==> src/rtl/shift_seq_engine.sv <==
// Multi-mode shift register with a counted-shift command sequencer.
// One command is taken per valid/ready handshake. LOAD and CLEAR act on the
// accept edge. A shift op repeats one bit per clock, cnt times.
//
// state   | meaning
// --------+---------------------------------------------------------------
// S_IDLE  | ready for a command, cmd_ready high
// S_SHIFT | performing the latched shift op, rem shifts still to go
// S_DONE  | one-cycle completion pulse, command inputs ignored
module shift_seq_engine #(
    parameter int N  = 8,
    parameter int CW = 4
) (
    input  logic          clk,
    input  logic          rst,
    input  logic          cmd_valid,
    output logic          cmd_ready,
    input  logic [2:0]    op,
    input  logic [CW-1:0] cnt,
    input  logic [N-1:0]  d,
    input  logic          sin_r,
    input  logic          sin_l,
    output logic [N-1:0]  q,
    output logic          sout,
    output logic          busy,
    output logic          done
);

    localparam logic [2:0] OP_LOAD  = 3'b000;
    localparam logic [2:0] OP_SLL   = 3'b001;
    localparam logic [2:0] OP_SRL   = 3'b010;
    localparam logic [2:0] OP_SRA   = 3'b011;
    localparam logic [2:0] OP_ROL   = 3'b100;
    localparam logic [2:0] OP_ROR   = 3'b101;
    localparam logic [2:0] OP_CLEAR = 3'b110;

    localparam logic [CW-1:0] REM_ONE  = {{(CW-1){1'b0}}, 1'b1};
    localparam logic [CW-1:0] REM_ZERO = '0;

    typedef enum logic [1:0] {
        S_IDLE  = 2'd0,
        S_SHIFT = 2'd1,
        S_DONE  = 2'd2
    } state_t;

    state_t        state, state_nxt;
    logic [2:0]    op_r, op_nxt;
    logic [CW-1:0] rem, rem_nxt;
    logic [N-1:0]  q_nxt;
    logic          sout_nxt;
    logic [N-1:0]  shift_q;
    logic          shift_out;

    // Handshake and status decode straight from the state register.
    assign cmd_ready = (state == S_IDLE);
    assign busy      = (state != S_IDLE);
    assign done      = (state == S_DONE);

    // One-bit shift of the current contents for the latched op; serial
    // inputs are taken live so a chained neighbour can feed each step.
    always_comb begin
        shift_q   = q;
        shift_out = sout;
        case (op_r)
            OP_SLL: begin
                shift_q   = {q[N-2:0], sin_r};
                shift_out = q[N-1];
            end
            OP_SRL: begin
                shift_q   = {sin_l, q[N-1:1]};
                shift_out = q[0];
            end
            OP_SRA: begin
                shift_q   = {q[N-1], q[N-1:1]};
                shift_out = q[0];
            end
            OP_ROL: begin
                shift_q   = {q[N-2:0], q[N-1]};
                shift_out = q[N-1];
            end
            OP_ROR: begin
                shift_q   = {q[0], q[N-1:1]};
                shift_out = q[0];
            end
            default: begin
                shift_q   = q;
                shift_out = sout;
            end
        endcase
    end

    // Next-state, register and down-counter update.
    always_comb begin
        state_nxt = state;
        op_nxt    = op_r;
        rem_nxt   = rem;
        q_nxt     = q;
        sout_nxt  = sout;
        case (state)
            S_IDLE: begin
                if (cmd_valid) begin
                    op_nxt  = op;
                    rem_nxt = cnt;
                    case (op)
                        OP_LOAD: begin
                            q_nxt     = d;
                            state_nxt = S_DONE;
                        end
                        OP_CLEAR: begin
                            q_nxt     = '0;
                            state_nxt = S_DONE;
                        end
                        OP_SLL, OP_SRL, OP_SRA, OP_ROL, OP_ROR: begin
                            state_nxt = (cnt == REM_ZERO) ? S_DONE : S_SHIFT;
                        end
                        default: state_nxt = S_DONE;
                    endcase
                end
            end
            S_SHIFT: begin
                q_nxt    = shift_q;
                sout_nxt = shift_out;
                rem_nxt  = rem - REM_ONE;
                if (rem == REM_ONE) begin
                    state_nxt = S_DONE;
                end
            end
            S_DONE: state_nxt = S_IDLE;
            default: state_nxt = S_IDLE;
        endcase
    end

    // State and datapath registers; reset discards any command in flight.
    always_ff @(posedge clk or posedge rst) begin
        if (rst) begin
            state <= S_IDLE;
            op_r  <= '0;
            rem   <= '0;
            q     <= '0;
            sout  <= 1'b0;
        end else begin
            state <= state_nxt;
            op_r  <= op_nxt;
            rem   <= rem_nxt;
            q     <= q_nxt;
            sout  <= sout_nxt;
        end
    end

endmodule

==> config.mk <==
export PLATFORM = sky130hd
export DESIGN_NAME = shift_seq_engine
export DESIGN_NICKNAME = d
export VERILOG_FILES = /design/src/rtl/shift_seq_engine.sv
export SDC_FILE = /design/constraint.sdc
export NUM_CORES = 1
export LEC_CHECK = 0
export ABC_CLOCK_PERIOD_IN_PS = 1750
export CORE_ASPECT_RATIO = 1.75
export CORE_MARGIN = 5
export CORE_UTILIZATION = 45
export CTS_BUF_LIST = sky130_fd_sc_hd__clkbuf_4 sky130_fd_sc_hd__clkbuf_8
export DETAILED_ROUTE_END_ITERATION = 10
export PLACE_DENSITY_LB_ADDON = 0.2
export SLEW_MARGIN = 20
export SYNTH_ARGS = -nofsm -noshare
export SYNTH_HDL_FRONTEND = slang
export SYNTH_SLANG_ARGS = --single-unit
==> constraint.sdc <==
create_clock -name clk -period 1.75 [get_ports clk]
set_input_delay 0.4375 -clock clk [delete_from_list [all_inputs] [get_ports clk]]
set_output_delay 0.4375 -clock clk [all_outputs]
set_load 0.02 [all_outputs]
==> results.ini, run 1 <==
[global_route]
antenna_found_initial=0
grt_overflow=0
grt_pass1_wl_mm=5.15
grt_use_met3=0.0287
grt.met1_usage=0.185
grt_use_met2=0.322
track_usage=0.170
top_usage_layer=met2
grt_max_degree=19
grt_pass1_vias=1110

[route]
drtAntennaViolNets=0
firstDrtPassIters=4
drcViolationCount=0
vias_per_cell=5.65
vias=1113
wl_mm=3.14
wl_per_cell_um=15.9
drtIter0Drc=22

[finish]
fin_nets=195
n_fill_cell=230
final_util=0.668
antennaDiodeCount=0
synthToLayoutAreaGrowth_pct=41.8
drive_gt1_frac=0.199

[timing]
worst_slew_pin_slew_ns=0.384
slew_headroom=0.738
fin_worst_skew_ns=0.000822
fin_crit_sh=0.974
fmax_mhz=587
rsz0062_at_grt=yes
finalHoldViolCount=0
period_needed_ns=1.70
finalSetupViolCount=0
slew_viol_final=0
setup_ws_ns=0.0454

[setup_path]
arrival_ns=1.27
r2r_slack_ns=0.08
critical_path_depth=1
crit_end=q[3]
slowest_stage=clkdlybuf4s50_1
worstSetupEndpointType=output pin
crit_type=reg2out
cp_cell_sequence=clkdlybuf4s50_1
setup.worst_path.start=q[3]$_DFFE_PP0P_
cpLargestDelayFamily=buffers and inverters
cp_num_buf_inv=1
max_stage_delay_ns=0.63
crit_path_max_fanout=4
r2r.worst_path.cells=5
r2r_end=q[7]$_DFFE_PP0P_
critPathLaunchType=register
required_ns=1.31
r2r_start=state[1]$_DFFE_PP0P_

[die]
die_w_um=48.9
dieHeight_um=78.0
core_sq_um=2520
start_util=0.471
num_rows=24
io_pins=32
die-area_sq_um=3810

[yosys]
ys_seq_elements=18
ys.flop_type=dfrtp_1
synth_top_area_frac=0.379
syn_inst=125
ys_types=38
synth.area.top_cells=dfrtp_1 38%, mux2i_1 7.6%, nand2_1 6.0%, o221ai_1 5.2%, mux2_2 3.8%
synth_warnings=0
syn_area_per_cell_sq_um=9.51
synth_fp_nets=147
synth_area_leader_cell=dfrtp_1
yosysSeqAreaShare=0.379
async_flop_share=1.00
synthesis.area_sq_um=1190
synth-edff-count=0

[cts]
htreeDepth=1
clkTransAtPathRegs_ns=0.06
cts_tree=built
worstSkewPairLatency_ns=0.24
cts.sinks=18
cts_root_buffer=clkbuf_8
ctsHoldBuffers=0
cts_buffers=3
clockBufferDepth=2

[power]
power_leakage_nw=0.753
ir_drop_uv=935
powerDensity_nw_per_um2=1920

[place]
gp_congestion=0.849
pre_cts_slack_ns=-0.272
port_buffers=31
place_hpwl_mm=2.46

[hold_path]
worstHoldPathType=reg2reg
hold_depth=2

[run]
maxCapViolations=0

[status]
status=completed

kinds of logic (layout without fill, tap and decap cells):
group                      Yosys count  after routing  synth area share
AOI/OAI and AO/OA                   28             28             0.187
xor gates and xnor gates             1              1           0.00737
adders and majority gates            2              2            0.0210
buffers and inverters               13             59            0.0526
DFF                                 18             18             0.379
muxes                               15             15             0.145
and+or+nand+nor                     48             48             0.207
synth_stat cells (all sizes together), types with 3 or more instances:
library cell   n
inv            7
nor2           9
mux2i         10
nor3b          5
nand2         19
o21ai          3
nor3           3
a31oi          3
dfrtp         18
o221ai         7
buf            4
a21oi          7
mux2           5
final cells by class:
type | instances | area [sq um] | share of cell area
Multi-Input combinational cell | 94 | 689 | 0.409
Sequential cell | 18 | 450 | 0.267
Timing Repair Buffer | 49 | 445 | 0.264
Clock buffer | 3 | 41.3 | 0.0245
Tap cell | 26 | 32.5 | 0.0193
Inverter | 7 | 26.3 | 0.0156
sequential cells by signal (all words and copies together) (netlist names):
signal / flops
q: 8
rem: 4
op_r: 3
state: 2
sout: 1
repair_timing:
action,4_1_cts,5_1_grt
pin swaps,0,1
buffers inserted,0,0
resized for setup,5,4
setup endpoints to repair,5,13
report_power, final:
group          total, mW  switching, mW  internal (mW)  leakage (nW)
registers          0.856          0.218          0.638         0.212
clock network      0.278          0.126          0.152        0.0216
logic               2.11           1.09           1.02         0.520
metal layers:
metal  part of all wire  vias up
met2               0.56       24
met1               0.39      535
li1                   -      550
met4              0.015        0
met5                  0        -
met3              0.036        4
how the worst min path moves through the flow:
stage                          start                   end  slack (ns)
global placement    sout$_DFFE_PP0P_      sout$_DFFE_PP0P_        0.47
finish              sout$_DFFE_PP0P_      sout$_DFFE_PP0P_        0.49
floorplan                        rst   op_r[0]$_DFFE_PP0P_        0.38
CTS                 sout$_DFFE_PP0P_      sout$_DFFE_PP0P_        0.50
detailed placement  sout$_DFFE_PP0P_      sout$_DFFE_PP0P_        0.48
global route                     rst  state[0]$_DFFE_PP0P_        0.56
through the flow:
step | cell area, sq um | TNS [ns] | std cells | power (mW) | hold slack (ns)
finish | 1690 | 0 | 197 | 3.24 | 0.486
global route | 1690 | -0.0515 | 197 | 3.50 | 0.560
CTS | 1670 | 0 | 197 | 3.25 | 0.498
detailed placement | 1630 | -1.60 | 194 | 2.99 | 0.483
global placement | 1630 | -1.20 | 194 | 2.91 | 0.467
floorplan | 1190 | 0 | 125 | 2.22 | 0.376
cell usage in the layout (no fill, tap or decap), drive strengths merged, types with 2 or more instances in the layout:
cell and n:
nor3 3, inv 7, nor2 9, dfrtp 18, dlymetal6s2s 2, nor2b 2
a31oi 3, mux2i 10, nand2b 2, mux2 5, nor3b 5, o21ai 3
dlygate4sd2 4, nand2 19, clkbuf 3, a21oi 7, ha 2, o221ai 7
buf 18, clkdlybuf4s50 25
No activity file was read; power rests on OpenSTA's default activity.
==> run 2, diff against run 1 <==
--- a/config.mk
+++ b/config.mk
@@ -8,7 +8,7 @@
 export ABC_CLOCK_PERIOD_IN_PS = 1750
 export CORE_ASPECT_RATIO = 1.75
 export CORE_MARGIN = 5
-export CORE_UTILIZATION = 45
+export CORE_UTILIZATION = 30
 export CTS_BUF_LIST = sky130_fd_sc_hd__clkbuf_4 sky130_fd_sc_hd__clkbuf_8
 export DETAILED_ROUTE_END_ITERATION = 10
 export PLACE_DENSITY_LB_ADDON = 0.2
==> run 2 against run 1 <==
Net effect:
- register-to-register slack gained 0.04 ns
- critical path depth is the same
- clock skew grew 0.0033 ns
- combinational power is 4% lower
- utilization is 22 points lower
- total power about the same
- via count fell by 1.7%
- critical path type unchanged
- critical endpoint unchanged
- largest power group unchanged
==> results.ini, run 2 (synthesis results as in run 1) <==
[setup_path]
r2r_slack_ns=0.12  ; was 0.08 ns
critPathLaunchType=register  ; unchanged
required_ns=1.31  ; about the same
r2r.worst_path.cells=4  ; was 5
crit_path_max_fanout=4  ; unchanged
worstSetupEndpointType=output pin  ; unchanged
max_stage_delay_ns=0.62  ; was 0.63 ns
slowest_stage=clkdlybuf4s50_1  ; unchanged
r2r_start=op_r[1]$_DFFE_PP0P_  ; was state[1]$_DFFE_PP0P_
setup.worst_path.start=q[3]$_DFFE_PP0P_  ; unchanged
cpLargestDelayFamily=buffers and inverters  ; unchanged
cp_num_buf_inv=1  ; unchanged
r2r_end=q[6]$_DFFE_PP0P_  ; was q[7]$_DFFE_PP0P_
crit_type=reg2out  ; unchanged
arrival_ns=1.27  ; about the same
cp_cell_sequence=clkdlybuf4s50_1  ; unchanged

[status]
status=completed  ; unchanged

[finish]
largest_reg_flops=8  ; unchanged
drive_gt1_frac=0.182  ; was 0.199
stdcell_count=218  ; was 197
most-common-layout-cells=20 x clkdlybuf4s50_1, 19 x nand2_1, 18 x dfrtp_1  ; was 25 x clkdlybuf4s50_1, 19 x nand2_1, 18 x dfrtp_1, 18 x buf_4, 9 x mux2i_1
regMostFlops=q  ; unchanged
fin_nets=193  ; was 195
stdcell_area_sq_um=1720  ; was 1690 sq um
synthToLayoutAreaGrowth_pct=44.8  ; was 41.8%
n_fill_cell=384  ; was 230
final_common_cell=clkdlybuf4s50_1  ; unchanged
largestRegisters=q (8), rem (4), op_r (3)  ; unchanged
antennaDiodeCount=0  ; unchanged

[timing]
finalSetupViolCount=0  ; unchanged
finalHoldViolCount=0  ; unchanged
slew_viol_final=0  ; unchanged
period_needed_ns=1.71  ; was 1.70 ns
fin_setup_tns_ns=0  ; unchanged
slew_headroom=0.741  ; was 0.738
fmax_mhz=586  ; was 587 MHz
fin_crit_sh=0.975  ; was 0.974
fin_worst_skew_ns=0.00409  ; was 0.000822 ns
worst_slew_pin_slew_ns=0.380  ; was 0.384 ns
rsz0062_at_grt=no  ; was yes

[route]
drtAntennaViolNets=0  ; unchanged
vias_per_cell=5.02  ; was 5.65
vias=1094  ; was 1,113
drcViolationCount=0  ; unchanged
wl_per_cell_um=14.9  ; was 15.9 um
firstDrtPassIters=4  ; unchanged
wl_mm=3.25  ; was 3.14 mm
drtIter0Drc=31  ; was 22

[global_route]
top_usage_layer=met2  ; unchanged
grt_max_degree=19  ; unchanged
grt_use_met2=0.253  ; was 0.322
grt_use_met3=0.0152  ; was 0.0287
grt_pass1_wl_mm=5.50  ; was 5.15 mm
track_usage=0.131  ; was 0.170
grt.met1_usage=0.139  ; was 0.185
grt_overflow=0  ; unchanged
grt_pass1_vias=1174  ; was 1,110
antenna_found_initial=0  ; unchanged

[cts]
cts_buffers=3  ; unchanged
cts_root_buffer=clkbuf_8  ; unchanged
post_cts_buffers=0  ; unchanged
cts_tree=built  ; unchanged
ctsHoldBuffers=0  ; unchanged
worstSkewPairLatency_ns=0.25  ; was 0.24 ns
cts.sinks=18  ; unchanged
clkTransAtPathRegs_ns=0.07  ; was 0.06 ns
htreeDepth=1  ; unchanged
clockBufferDepth=2  ; unchanged

[power]
p_clk_frac=0.105  ; was 0.086
power_leakage_nw=0.793  ; was 0.753 nW
ir_drop_uv=775  ; was 935 uV
p_seq_frac=0.272  ; was 0.264
p_int_mw=1.81  ; about the same
total_power_mw=3.24  ; about the same
pwr-share-comb=0.623  ; was 0.650
p_sw_mw=1.43  ; about the same
powerDensity_nw_per_um2=1880  ; was 1920 nW/um^2
switching_share=0.441  ; about the same

[place]
port_buffers=31  ; unchanged
place_hpwl_mm=2.56  ; was 2.46 mm
gp_congestion=0.782  ; was 0.849
place_inst=214  ; was 194
placed_area_sq_um=1640  ; was 1630 sq um

[die]
num_rows=30  ; was 24
io_pins=32  ; unchanged
die-area_sq_um=5370  ; was 3810 sq um
dieHeight_um=93.3  ; was 78.0 um
core_sq_um=3870  ; was 2520 sq um
die_w_um=57.6  ; was 48.9 um
start_util=0.307  ; was 0.471

[hold_path]
worstHoldPathType=in2async  ; was reg2reg

[run]
maxCapViolations=0  ; unchanged

-- run 2: power by group through the flow --
stage | combinational, mW | sequential [mW] | clock (mW)
floorplan | 1.29 | 0.932 | 0
global placement | 2.04 | 0.870 | 0
detailed placement | 2.09 | 0.881 | 0
CTS | 2.06 | 0.876 | 0.355
global route | 2.23 | 0.916 | 0.371
finish | 2.02 | 0.881 | 0.340
-- run 2: timing repair --
action                                  4_1_cts  5_1_grt
endpoints found under the setup margin        6        5
gates resized for setup                       6        7
endpoints found under the hold margin         0        0
-- run 2: area by class of cell --
type,instances,area (sq um),share of cell area
well taps,48,60.1,0.0349
repair buffers,47,439,0.255
multi-input cells,94,691,0.401
inverters,7,26.3,0.0153
flip-flops and latches,18,450,0.262
clock buffers,4,55.1,0.0320
-- run 2: layer usage --
metal  vias to the layer above  part of all wire
li1                        546                 -
met1                       526              0.41
met2                        20              0.56
met3                         2             0.024
met4                         0            0.0089
met5                         -                 0
-- run 2: metrics by stage --
stage	utilization	hold slack, ns	worst slack [ns]
after global routing	0.445	0.528	0.00324
after detailed placement	0.425	0.491	-0.269
after global placement	0.425	0.462	-0.267
final	0.445	0.500	0.0442
after CTS	0.439	0.509	0.00217
after floorplan	-	0.376	0.0929
-- run 2: how the worst max path moves through the flow --
stage                                   to  cells past startpoint
after floorplan                       busy                      3
after global placement    q[7]$_DFFE_PP0P_                      6
after detailed placement  q[7]$_DFFE_PP0P_                      6
after CTS                             q[6]                      1
after global routing                  q[3]                      1
final                                 q[3]                      1
